**src/rtl/dmem_store_buffer_if.sv**
```systemverilog
// Core-side and RAM-side signals of the data-memory store buffer.
// The buffer connects through the slave modport; the core/RAM side uses master.
interface dmem_store_buffer_if #(
    parameter int XLEN = 32
);
    logic            adr_v_i;
    logic [XLEN-1:0] adr_i;
    logic            is_store_i;
    logic [XLEN-1:0] store_data_i;
    logic [2:0]      access_size_i;
    logic [XLEN-1:0] load_data_o;
    logic            full_o;
    logic            empty_o;
    logic            misalign_o;
    logic            overflow_o;
    logic [XLEN-1:0] rd_adr_o;
    logic [XLEN-1:0] rd_data_i;
    logic            wr_v_o;
    logic [XLEN-1:0] wr_adr_o;
    logic [XLEN-1:0] wr_data_o;
    logic [3:0]      wr_be_o;
    logic            wr_ready_i;

    modport slave (
        input  adr_v_i, adr_i, is_store_i, store_data_i, access_size_i,
               rd_data_i, wr_ready_i,
        output load_data_o, full_o, empty_o, misalign_o, overflow_o,
               rd_adr_o, wr_v_o, wr_adr_o, wr_data_o, wr_be_o
    );

    modport master (
        output adr_v_i, adr_i, is_store_i, store_data_i, access_size_i,
               rd_data_i, wr_ready_i,
        input  load_data_o, full_o, empty_o, misalign_o, overflow_o,
               rd_adr_o, wr_v_o, wr_adr_o, wr_data_o, wr_be_o
    );
endinterface

```
**src/rtl/dmem_store_buffer.sv**
```systemverilog
// In-order store buffer with write coalescing into the youngest entry and
// byte-wise store-to-load forwarding onto the combinational RAM read path.
module dmem_store_buffer #(
    parameter int XLEN  = 32,
    parameter int DEPTH = 4
) (
    input logic                clk,
    input logic                reset,
    dmem_store_buffer_if.slave sb
);
    localparam int PW = $clog2(DEPTH);
    localparam int AW = XLEN - 2;

    logic [PW-1:0] wr_ptr_reg;
    logic [PW-1:0] rd_ptr_reg;
    logic [PW:0]   count_reg;
    logic          overflow_reg;

    logic [AW-1:0] wadr_mem [DEPTH];
    logic [31:0]   data_mem [DEPTH];
    logic [3:0]    be_mem   [DEPTH];

    logic [1:0]    off;
    logic [AW-1:0] acc_wadr;
    logic          misalign;
    logic [3:0]    st_be;
    logic [31:0]   st_data;
    logic          full;
    logic          empty;
    logic          drain;
    logic          store_ok;
    logic          coalesce;
    logic          enq;
    logic          drop;
    logic [PW-1:0] young_ptr;

    assign off      = sb.adr_i[1:0];
    assign acc_wadr = sb.adr_i[XLEN-1:2];
    assign st_data  = sb.store_data_i[31:0] << {off, 3'b000};

    always_comb begin
        st_be    = 4'b0000;
        misalign = 1'b0;
        case (sb.access_size_i)
            3'd0: st_be = 4'b0001 << off;
            3'd1: begin
                st_be    = 4'b0011 << off;
                misalign = off[0];
            end
            3'd2: begin
                st_be    = 4'b1111 << off;
                misalign = (off != 2'b00);
            end
            default: misalign = 1'b1;
        endcase
    end

    assign full      = (count_reg == (PW+1)'(DEPTH));
    assign empty     = (count_reg == '0);
    assign drain     = !empty && sb.wr_ready_i;
    assign young_ptr = wr_ptr_reg - PW'(1);
    assign store_ok  = sb.adr_v_i && sb.is_store_i && !misalign;

    // When only one entry is held and it drains now, it is both head and youngest,
    // so a matching store must open a fresh entry instead of merging.
    assign coalesce = store_ok && !empty && (wadr_mem[young_ptr] == acc_wadr)
                      && !(drain && count_reg == (PW+1)'(1));
    assign enq      = store_ok && !coalesce && (!full || drain);
    assign drop     = store_ok && !coalesce && full && !drain;

    always_ff @(posedge clk) begin
        if (reset) begin
            wr_ptr_reg   <= '0;
            rd_ptr_reg   <= '0;
            count_reg    <= '0;
            overflow_reg <= 1'b0;
        end else begin
            if (enq) begin
                wr_ptr_reg <= wr_ptr_reg + PW'(1);
            end
            if (drain) begin
                rd_ptr_reg <= rd_ptr_reg + PW'(1);
            end
            count_reg <= count_reg + (PW+1)'(enq) - (PW+1)'(drain);
            if (drop) begin
                overflow_reg <= 1'b1;
            end
        end
    end

    // Entry payload carries no reset; validity comes from the pointers alone.
    always_ff @(posedge clk) begin
        if (enq) begin
            wadr_mem[wr_ptr_reg] <= acc_wadr;
            data_mem[wr_ptr_reg] <= st_data;
            be_mem[wr_ptr_reg]   <= st_be;
        end else if (coalesce) begin
            for (int b = 0; b < 4; b++) begin
                if (st_be[b]) begin
                    data_mem[young_ptr][8*b +: 8] <= st_data[8*b +: 8];
                end
            end
            be_mem[young_ptr] <= be_mem[young_ptr] | st_be;
        end
    end

    // Each lane scans oldest to youngest so the youngest matching byte wins.
    generate
        for (genvar gi = 0; gi < 4; gi++) begin : g_lane
            logic [7:0]    lane_byte;
            logic [PW-1:0] idx;
            always_comb begin
                lane_byte = sb.rd_data_i[8*gi +: 8];
                idx       = rd_ptr_reg;
                for (int k = 0; k < DEPTH; k++) begin
                    idx = rd_ptr_reg + PW'(k);
                    if (((PW+1)'(k) < count_reg) && (wadr_mem[idx] == acc_wadr)
                            && be_mem[idx][gi]) begin
                        lane_byte = data_mem[idx][8*gi +: 8];
                    end
                end
            end
            assign sb.load_data_o[8*gi +: 8] = lane_byte;
        end
        if (XLEN > 32) begin : g_wide
            assign sb.load_data_o[XLEN-1:32] = sb.rd_data_i[XLEN-1:32];
        end
    endgenerate

    assign sb.full_o     = full;
    assign sb.empty_o    = empty;
    assign sb.misalign_o = sb.adr_v_i && misalign;
    assign sb.overflow_o = overflow_reg;
    assign sb.rd_adr_o   = {sb.adr_i[XLEN-1:2], 2'b00};
    assign sb.wr_v_o     = !empty;
    assign sb.wr_adr_o   = {wadr_mem[rd_ptr_reg], 2'b00};
    assign sb.wr_data_o  = XLEN'(data_mem[rd_ptr_reg]);
    assign sb.wr_be_o    = be_mem[rd_ptr_reg];
endmodule
```
**src/flat_wrapper.sv**
```systemverilog
// flat-port wrapper written by rule: the top's interface ports become plain ports
module dmem_store_buffer_flat 
#(
    parameter int XLEN  = 32,
    parameter int DEPTH = 4
)
  (clk, reset, sb_adr_v_i, sb_adr_i, sb_is_store_i, sb_store_data_i, sb_access_size_i, sb_rd_data_i, sb_wr_ready_i, sb_load_data_o, sb_full_o, sb_empty_o, sb_misalign_o, sb_overflow_o, sb_rd_adr_o, sb_wr_v_o, sb_wr_adr_o, sb_wr_data_o, sb_wr_be_o);
  dmem_store_buffer_if #(.XLEN(XLEN)) sb_i ();
  input logic clk;
  input logic reset;
  input wire logic [$bits(sb_i.adr_v_i)-1:0] sb_adr_v_i;
  input wire logic [$bits(sb_i.adr_i)-1:0] sb_adr_i;
  input wire logic [$bits(sb_i.is_store_i)-1:0] sb_is_store_i;
  input wire logic [$bits(sb_i.store_data_i)-1:0] sb_store_data_i;
  input wire logic [$bits(sb_i.access_size_i)-1:0] sb_access_size_i;
  input wire logic [$bits(sb_i.rd_data_i)-1:0] sb_rd_data_i;
  input wire logic [$bits(sb_i.wr_ready_i)-1:0] sb_wr_ready_i;
  output wire logic [$bits(sb_i.load_data_o)-1:0] sb_load_data_o;
  output wire logic [$bits(sb_i.full_o)-1:0] sb_full_o;
  output wire logic [$bits(sb_i.empty_o)-1:0] sb_empty_o;
  output wire logic [$bits(sb_i.misalign_o)-1:0] sb_misalign_o;
  output wire logic [$bits(sb_i.overflow_o)-1:0] sb_overflow_o;
  output wire logic [$bits(sb_i.rd_adr_o)-1:0] sb_rd_adr_o;
  output wire logic [$bits(sb_i.wr_v_o)-1:0] sb_wr_v_o;
  output wire logic [$bits(sb_i.wr_adr_o)-1:0] sb_wr_adr_o;
  output wire logic [$bits(sb_i.wr_data_o)-1:0] sb_wr_data_o;
  output wire logic [$bits(sb_i.wr_be_o)-1:0] sb_wr_be_o;
  assign sb_i.adr_v_i = sb_adr_v_i;
  assign sb_i.adr_i = sb_adr_i;
  assign sb_i.is_store_i = sb_is_store_i;
  assign sb_i.store_data_i = sb_store_data_i;
  assign sb_i.access_size_i = sb_access_size_i;
  assign sb_i.rd_data_i = sb_rd_data_i;
  assign sb_i.wr_ready_i = sb_wr_ready_i;
  assign sb_load_data_o = sb_i.load_data_o;
  assign sb_full_o = sb_i.full_o;
  assign sb_empty_o = sb_i.empty_o;
  assign sb_misalign_o = sb_i.misalign_o;
  assign sb_overflow_o = sb_i.overflow_o;
  assign sb_rd_adr_o = sb_i.rd_adr_o;
  assign sb_wr_v_o = sb_i.wr_v_o;
  assign sb_wr_adr_o = sb_i.wr_adr_o;
  assign sb_wr_data_o = sb_i.wr_data_o;
  assign sb_wr_be_o = sb_i.wr_be_o;
  dmem_store_buffer #(.XLEN(XLEN), .DEPTH(DEPTH)) u_core (.clk(clk), .reset(reset), .sb(sb_i));
endmodule
```
**config.mk**
```make
export PLATFORM = sky130hd
export DESIGN_NAME = dmem_store_buffer_flat
export DESIGN_NICKNAME = d
export VERILOG_FILES = /design/src/rtl/dmem_store_buffer_if.sv /design/src/rtl/dmem_store_buffer.sv /design/src/flat_wrapper.sv
export SDC_FILE = /design/constraint.sdc
export NUM_CORES = 1
export LEC_CHECK = 0
export CAP_MARGIN = 20
export CORE_AREA = 3 3 176 213
export CTS_BUF_LIST = sky130_fd_sc_hd__clkbuf_4
export DETAILED_ROUTE_END_ITERATION = 7
export DIE_AREA = 0 0 179 216
export GPL_TIMING_DRIVEN = 0
export PLACE_DENSITY = 0.82
export SLEW_MARGIN = 20
export SYNTH_ARGS = -nofsm -noshare
export SYNTH_HDL_FRONTEND = slang
export SYNTH_SLANG_ARGS = --single-unit
```
**constraint.sdc**
```tcl
create_clock -name clk -period 6.9 [get_ports clk]
set_clock_uncertainty 0.1 [all_clocks]
set_input_delay 1.035 -clock clk [delete_from_list [all_inputs] [get_ports clk]]
set_output_delay 1.035 -clock clk [all_outputs]
set_load 0.02 [all_outputs]
```
---- After elaboration in Yosys (flattened, before gate mapping) ----
Memory sizes are Yosys's and may differ from the RTL's. A register that Yosys moved wholly into a read port is not among the register bits.
Index checks and enable logic that the tools add are counted.
storage, ports and cells
  register bits ........................... 8
  bits in latches ......................... 0
  bits in writable memories ............... 264
  ROM bits ................................ 0
  input bits .............................. 104
  output and inout port bits .............. 137
  logic and storage cells ................. 127
  memories ................................ 3
memory list
  memory           words  width  read ports  clocked after memory_dff  write ports  RTL line                 text
  u_core.data_mem  4      32     4           1                         1            dmem_store_buffer.sv:20  logic [31:0] data_mem [DEPTH];
  u_core.wadr_mem  4      30     5           1                         1            dmem_store_buffer.sv:19  logic [AW-1:0] wadr_mem [DEPTH];
  u_core.be_mem    4      4      5           1                         1            dmem_store_buffer.sv:21  logic [3:0] be_mem [DEPTH];
cells by class
  add/subtract/negate cells ............... 7
  multiply operators ...................... 0
  div/mod/pow operators ................... 0
  magnitude comparators ................... 4
  eq/ne operators ......................... 9
  shift operators ......................... 4
  mux-type cells .......................... 51
  bitwise operators ....................... 1
  reduce and logical (&&, ||, !) cells .... 44
operators with widths
  operator                                                              number
  30-bit == test                                                        5
  8-bit 2-to-1 mux                                                      16
  1-bit logical AND                                                     32
  32-bit 2-to-1 mux                                                     1
  32-bit OR reduction                                                   1
  32-bit by 5-bit << shifter with 32-bit output                         1
  1-bit 2-to-1 mux                                                      22
  2-bit 2-to-1 mux                                                      8
  4-bit case mux with 3 select lines                                    1
  4-bit 2-to-1 mux                                                      2
  3-bit by 1-bit == test with 1-bit output (second input constant)      2
  1-bit zero test                                                       6
  3-bit zero test                                                       2
  1-bit by 3-bit < comparator with 1-bit output (first input constant)  2
  2-bit by 3-bit < comparator with 1-bit output (first input constant)  2
  2-bit by 1-bit adder with 2-bit output (second input constant)        2
  2-bit adder (second input constant)                                   2
  4-bit bitwise OR                                                      1
  4-bit OR reduction                                                    1
  1-bit by 2-bit << shifter with 4-bit output (first input constant)    1
  2-bit by 2-bit << shifter with 4-bit output (first input constant)    1
  4-bit by 2-bit << shifter with 4-bit output (first input constant)    1
  3-bit by 1-bit adder with 3-bit output                                1
  3-bit by 2-bit == test with 1-bit output (second input constant)      1
  6 further kinds                                                       6

---- Depth between registers and ports, before layout ----
  depth after elaboration ................. 14
  depth in mapped cells ................... 18
  depth with buffers taken out ............ 13

---- Least setup slack after synthesis ----
Ideal clock, no wire load.
  kind .................................... reg-to-reg
  from .................................... reg u_core.wr_ptr_reg[0]
  to ...................................... mem u_core.data_mem[3][24], enable pin
  library setup time ...................... 0.387 ns
  arrival ................................. 4.603 ns
  required time ........................... 6.413 ns
  setup slack ............................. 1.811 ns
  cell stages (with the launch flop) ...... 15
  buffers on the path ..................... 5
  clock period less this slack ............ 5.089 ns
  path through ............................ dfxtp_1 clkbuf_1 buf_1 clkbuf_1 inv_1 ha_1 buf_1 mux4_2 xor2_1 nor4_1 and4_1 nand4_1 clkbuf_1 or2_2 o31ai_1
on the way
  cells in the longest elaborated chain, start to end .. 12
  elaborated cells between the ends (all ways) .. 25
  classes of those cells .................. 1 x add/sub; 1 x eq/ne; 16 x mux; 6 x reduce/logical; 1 x memory
ends and longest elaborated chain
  what                                                                   RTL line                  text
  start: declaration                                                     dmem_store_buffer.sv:14   logic [PW-1:0] wr_ptr_reg;
  start signal: assignment                                               dmem_store_buffer.sv:79   wr_ptr_reg <= wr_ptr_reg + PW'(1);
  2-bit by 1-bit subtractor with 2-bit output (*)                        dmem_store_buffer.sv:61   assign young_ptr = wr_ptr_reg - PW'(1);
  net u_core.young_ptr[0]                                                dmem_store_buffer.sv:35   logic [PW-1:0] young_ptr;
  memory read 4 x 30 bit                                                 --
  30-bit == test                                                         dmem_store_buffer.sv:66   assign coalesce = store_ok && !empty && (wadr_mem[young_ptr] == acc_wadr)
  1-bit logical AND                                                      dmem_store_buffer.sv:66
  1-bit logical AND                                                      dmem_store_buffer.sv:67   && !(drain && count_reg == (PW+1)'(1));
  1-bit zero test                                                        dmem_store_buffer.sv:68   assign enq = store_ok && !coalesce && (!full || drain);
  1-bit logical AND (2 in a row)                                         dmem_store_buffer.sv:68
  1-bit 2-to-1 mux                                                       dmem_store_buffer.sv:93   if (enq) begin
  1-bit 2-to-1 mux (implied by the code)                                 dmem_store_buffer.sv:100  data_mem[young_ptr][8*b +: 8] <= st_data[8*b +: 8];
  32-bit OR reduction (no source line)                                   --
  2-bit 2-to-1 mux (no source line) or 4-bit 2-to-1 mux (tied branches)  --
  end: declaration                                                       dmem_store_buffer.sv:20
Mark *: on every way through the listed nets, which the timed path passes. The rest lies on a longest branch.

---- Worst setup path in the final report ----
  from .................................... reg u_core.wr_ptr_reg[0]
  to ...................................... mem u_core.data_mem[3][25], enable pin
Same word-level chain as after synthesis.

==> summary.txt <==
RUN STATUS
---------------------------------------------------------------------------------
Result of the run                                                    complete, but fails checks
Violated checks                                                      negative setup slack

PWR
---------------------------------------------------------------------------------
Largest voltage drop on the vdd net                                      0.236 mV
Internal power of the cells                                               4160 uW
Proportion of total power due to net switching                              42.4%
Net load switching power                                                  3060 uW
Clock power frac                                                            19.8%
Total power per unit cell area                                        283 nW/um^2
Static leakage                                                         0.00873 uW
Power share of the sequential group                                         26.1%
Combinational cell fraction of total power                                  54.1%

ROUTE
---------------------------------------------------------------------------------
Number of antenna-violating nets in the routed design                           0
Number of vias in the routed layout                                         19200
Number of iterations in the first detailed-routing pass                         6
DRC Markers                                                                     0
Total wire length                                                        89800 um
Iter 0 DRT Violations                                                        3007
Detail-routed via count per cell                                             7.41
Wirelength per Cell                                                       34.6 um

CTS
---------------------------------------------------------------------------------
Clock-pin slew on the worst setup and hold paths                            80 ps
Clock root cell                                                      sky130_fd_sc_hd__clkbuf_4
Clk buf depth                                                                   3
Count of clock tree sinks                                                     274
CTS tree                                                                    built
Clock network latency to the later pin of the worst-skew pair              830 ps
Number of buffers created by CTS                                               71
H-tree Lvls                                                                     3
Hold buffer count at CTS                                                        0

LOGIC SYNTHESIS
---------------------------------------------------------------------------------
Most common library cells after synthesis                            sky130_fd_sc_hd__edfxtp_1, sky130_fd_sc_hd__mux2i_1, sky130_fd_sc_hd__mux4_2, sky130_fd_sc_hd__xnor2_1
Library cell occupying the most area in the post-synthesis netlist   sky130_fd_sc_hd__edfxtp_1
Post-Synthesis Mean Instance Area                                       12.2 um^2
Share of the yosys chip area belonging to registers                         38.9%
Most common flop cell mapped by yosys                                sky130_fd_sc_hd__edfxtp_1
Number of enable flip-flop cells after synthesis                              264
Gate count of the mapped netlist                                             1721
Synth warnings                                                                  0
Number of storage elements in the synthesis netlist                           274
Post-synthesis cell type count                                                 75
Share of async-settable or async-resettable flops after synthesis              0%
Post-synthesis instance area                                           20900 um^2
Area contributors post-synth                                         sky130_fd_sc_hd__edfxtp_1, sky130_fd_sc_hd__mux4_2, sky130_fd_sc_hd__mux2i_1, sky130_fd_sc_hd__xnor2_1, sky130_fd_sc_hd__a211oi_1
Area share of the leading cell type in the synthesized netlist              37.9%
Most instantiated library cell after synthesis                       sky130_fd_sc_hd__edfxtp_1

FINISH
---------------------------------------------------------------------------------
Max reg flops                                                                 128
Net count reported at finish                                                 2185
Share of cells above drive strength 1                                       24.4%
Synthesis-to-layout area growth                                             22.2%
Largest Register                                                     u_core.data_mem
Largest registers in the final layout                                u_core.data_mem (128), u_core.wadr_mem (120), u_core.be_mem (16)
# fillers                                                                    2481
Non-filler instance count after layout                                       2594

PLACED DESIGN
---------------------------------------------------------------------------------
Port buffer count                                                             235
DP Wirelength                                                            68200 um
Number of placed instances, taps included                                    2445
DP Worst Slack                                                            -988 ps
Placer congestion estimate                                                   1.11

TIMING
---------------------------------------------------------------------------------
Pin slew with the least headroom to its limit                             1010 ps
Total count of hold-check failures in the final report                          0
Post-layout min period                                                    6930 ps
Hold slack final                                                           405 ps
Part of the cycle the worst path needs                                       100%
Final setup vio count                                                          16
Maximum clock frequency                                                 0.144 GHz
Max-slew violation total from the final report                                  0
Relative slew slack                                                         31.9%
Worst Slack Setup Final                                                  -28.1 ps

WORST HOLD PATH
---------------------------------------------------------------------------------
Worst Hold Endpoint                                                  u_core.sb.overflow_o
Class of the tightest hold or removal check                          flip-flop to flip-flop
Hold Path Cell Cnt                                                              2
Worst min-delay path startpoint                                      u_core.sb.overflow_o

DIE
---------------------------------------------------------------------------------
Initial Utilization                                                         58.7%
Area of the die                                                        38700 um^2
Number of placement rows                                                       76
Die Width                                                                  179 um
IO Pins                                                                       241
Core area                                                              35700 um^2
Die extent in y                                                            216 um

GLOBAL ROUTE
---------------------------------------------------------------------------------
Overflow left after global routing                                              0
First-pass GRT wire length                                              128000 um
Via count of the first global-routing pass                                  19000
Total GRT Usage                                                             46.3%
Number of antenna violations at the first check in global routing               3
Largest net degree at the start of global routing                              18

SETUP PATH
---------------------------------------------------------------------------------
Element type at the critical path end                                   flip-flop
Highest net fanout along the worst path                                        10
Critical Path RT                                                          7300 ps
Worst endpoint data arrival time                                          7330 ps
Reg2reg path depth                                                             15
End of the worst register-to-register path                           u_core.data_mem[3][25]
Category of the critical setup timing path                           flip-flop to flip-flop
FF-to-FF setup slack                                                       -30 ps
Launch instance of the worst register-to-register path               u_core.wr_ptr_reg[0]
Setup crit start kind                                                   flip-flop

RUN
---------------------------------------------------------------------------------
Max-cap violations                                                              0

## final cells by class
type	instances	area, um^2	share of cell area [%]
Buffer	186	1120	4.38
Clock buffer	92	691	2.70
Antenna cell	5	12.5	0.0489
Sequential cell	274	8130	31.8
Inverter	37	139	0.543
Multi-Input combinational cell	1224	11900	46.6
Tap cell	468	586	2.29
Timing Repair Buffer	278	2790	10.9
Clock inverter	30	183	0.715
## critical path, stage by stage, from the launching register on
cell and delay, ps:
sky130_fd_sc_hd__dfxtp_1 370, sky130_fd_sc_hd__clkbuf_1 430, sky130_fd_sc_hd__buf_2 500, sky130_fd_sc_hd__clkbuf_2 370, sky130_fd_sc_hd__inv_1 190, sky130_fd_sc_hd__ha_1 470, sky130_fd_sc_hd__clkbuf_2 490, sky130_fd_sc_hd__mux4_2 390
sky130_fd_sc_hd__xnor2_1 570, sky130_fd_sc_hd__nand4_1 350, sky130_fd_sc_hd__nor4_1 590, sky130_fd_sc_hd__nand4_1 260, sky130_fd_sc_hd__clkbuf_1 330, sky130_fd_sc_hd__or2_2 420, sky130_fd_sc_hd__o31ai_2 480, sky130_fd_sc_hd__buf_4 280
## what timing repair did
item	CTS	global route
gates resized for setup	62	58
cloned	0	0
pin swaps	13	6
setup buffers	18	7
endpoints found under the setup margin	311	68
## how the worst max path moves through the flow
stage | start | end | slack (ps) | cells past startpoint
after floorplan | u_core.wr_ptr_reg[0] | u_core.data_mem[3][24] | 1810 | 14
after global placement | u_core.wr_ptr_reg[0] | u_core.data_mem[3][27] | -1470 | 14
after detailed placement | u_core.wr_ptr_reg[0] | u_core.data_mem[3][14] | -990 | 14
after CTS | u_core.rd_ptr_reg[0] | sb_load_data_o[21] | 3 | 18
after global routing | u_core.rd_ptr_reg[0] | sb_load_data_o[21] | -20 | 19
final | u_core.wr_ptr_reg[0] | u_core.data_mem[3][25] | -30 | 15
## per-layer routing
metal	track usage [%]	vias up	part of all wire (%)
li1	-	7644	-
met1	50.3	9093	30
met2	72.8	1886	46
met3	12.0	592	11
met4	43.4	0	12
met5	0	-	0
## power groups by stage
stage	sequential, uW	clock [uW]	combinational, uW
finish	1880	1430	3910
global route	1880	1520	4010
CTS	1880	1430	3740
detailed placement	1920	0	3690
global placement	1920	0	3650
floorplan	1910	0	2330
## stage by stage
step | cell area, um^2 | TNS [ps] | power [uW] | utilization [%]
floorplan | 20900 | 0 | 4240 | -
global placement | 23900 | -302830 | 5570 | 66.9
detailed placement | 24100 | -167980 | 5600 | 67.6
CTS | 25300 | 0 | 7050 | 71.0
global route | 25600 | -85.7 | 7420 | 71.7
finish | 25600 | -248 | 7230 | 71.7
## layout by cell type (no fill, tap or decap), types with 24 or more instances in the layout
cell type / count
sky130_fd_sc_hd__nor2_1: 63
sky130_fd_sc_hd__inv_1: 36
sky130_fd_sc_hd__a41oi_1: 37
sky130_fd_sc_hd__buf_4: 75
sky130_fd_sc_hd__clkbuf_2: 29
sky130_fd_sc_hd__a21oi_1: 44
sky130_fd_sc_hd__nor2b_1: 24
sky130_fd_sc_hd__edfxtp_1: 264
sky130_fd_sc_hd__nand2_1: 67
sky130_fd_sc_hd__mux4_2: 155
sky130_fd_sc_hd__a211oi_1: 43
sky130_fd_sc_hd__mux2_2: 26
sky130_fd_sc_hd__mux2i_1: 222
sky130_fd_sc_hd__buf_2: 33
sky130_fd_sc_hd__nand4_1: 26
sky130_fd_sc_hd__nand3_1: 64
sky130_fd_sc_hd__o21ai_0: 49
sky130_fd_sc_hd__xnor2_1: 99
sky130_fd_sc_hd__clkbuf_1: 39
sky130_fd_sc_hd__clkbuf_4: 98
sky130_fd_sc_hd__clkdlybuf4s50_1: 233
## logic make-up (layout without fill, tap and decap cells)
logic type | after synthesis | after routing | share of synthesized area [%]
AOI/OAI and AO/OA | 337 | 337 | 11.6
xor gates and xnor gates | 124 | 124 | 5.19
adders and majority gates | 9 | 9 | 0.574
buffers and inverters | 226 | 623 | 5.47
DFF | 274 | 274 | 38.9
muxes | 419 | 419 | 29.8
other | 1 | 9 | 0.0179
and+or+nand+nor | 331 | 331 | 8.52
Power figures use the tool's default switching activity.
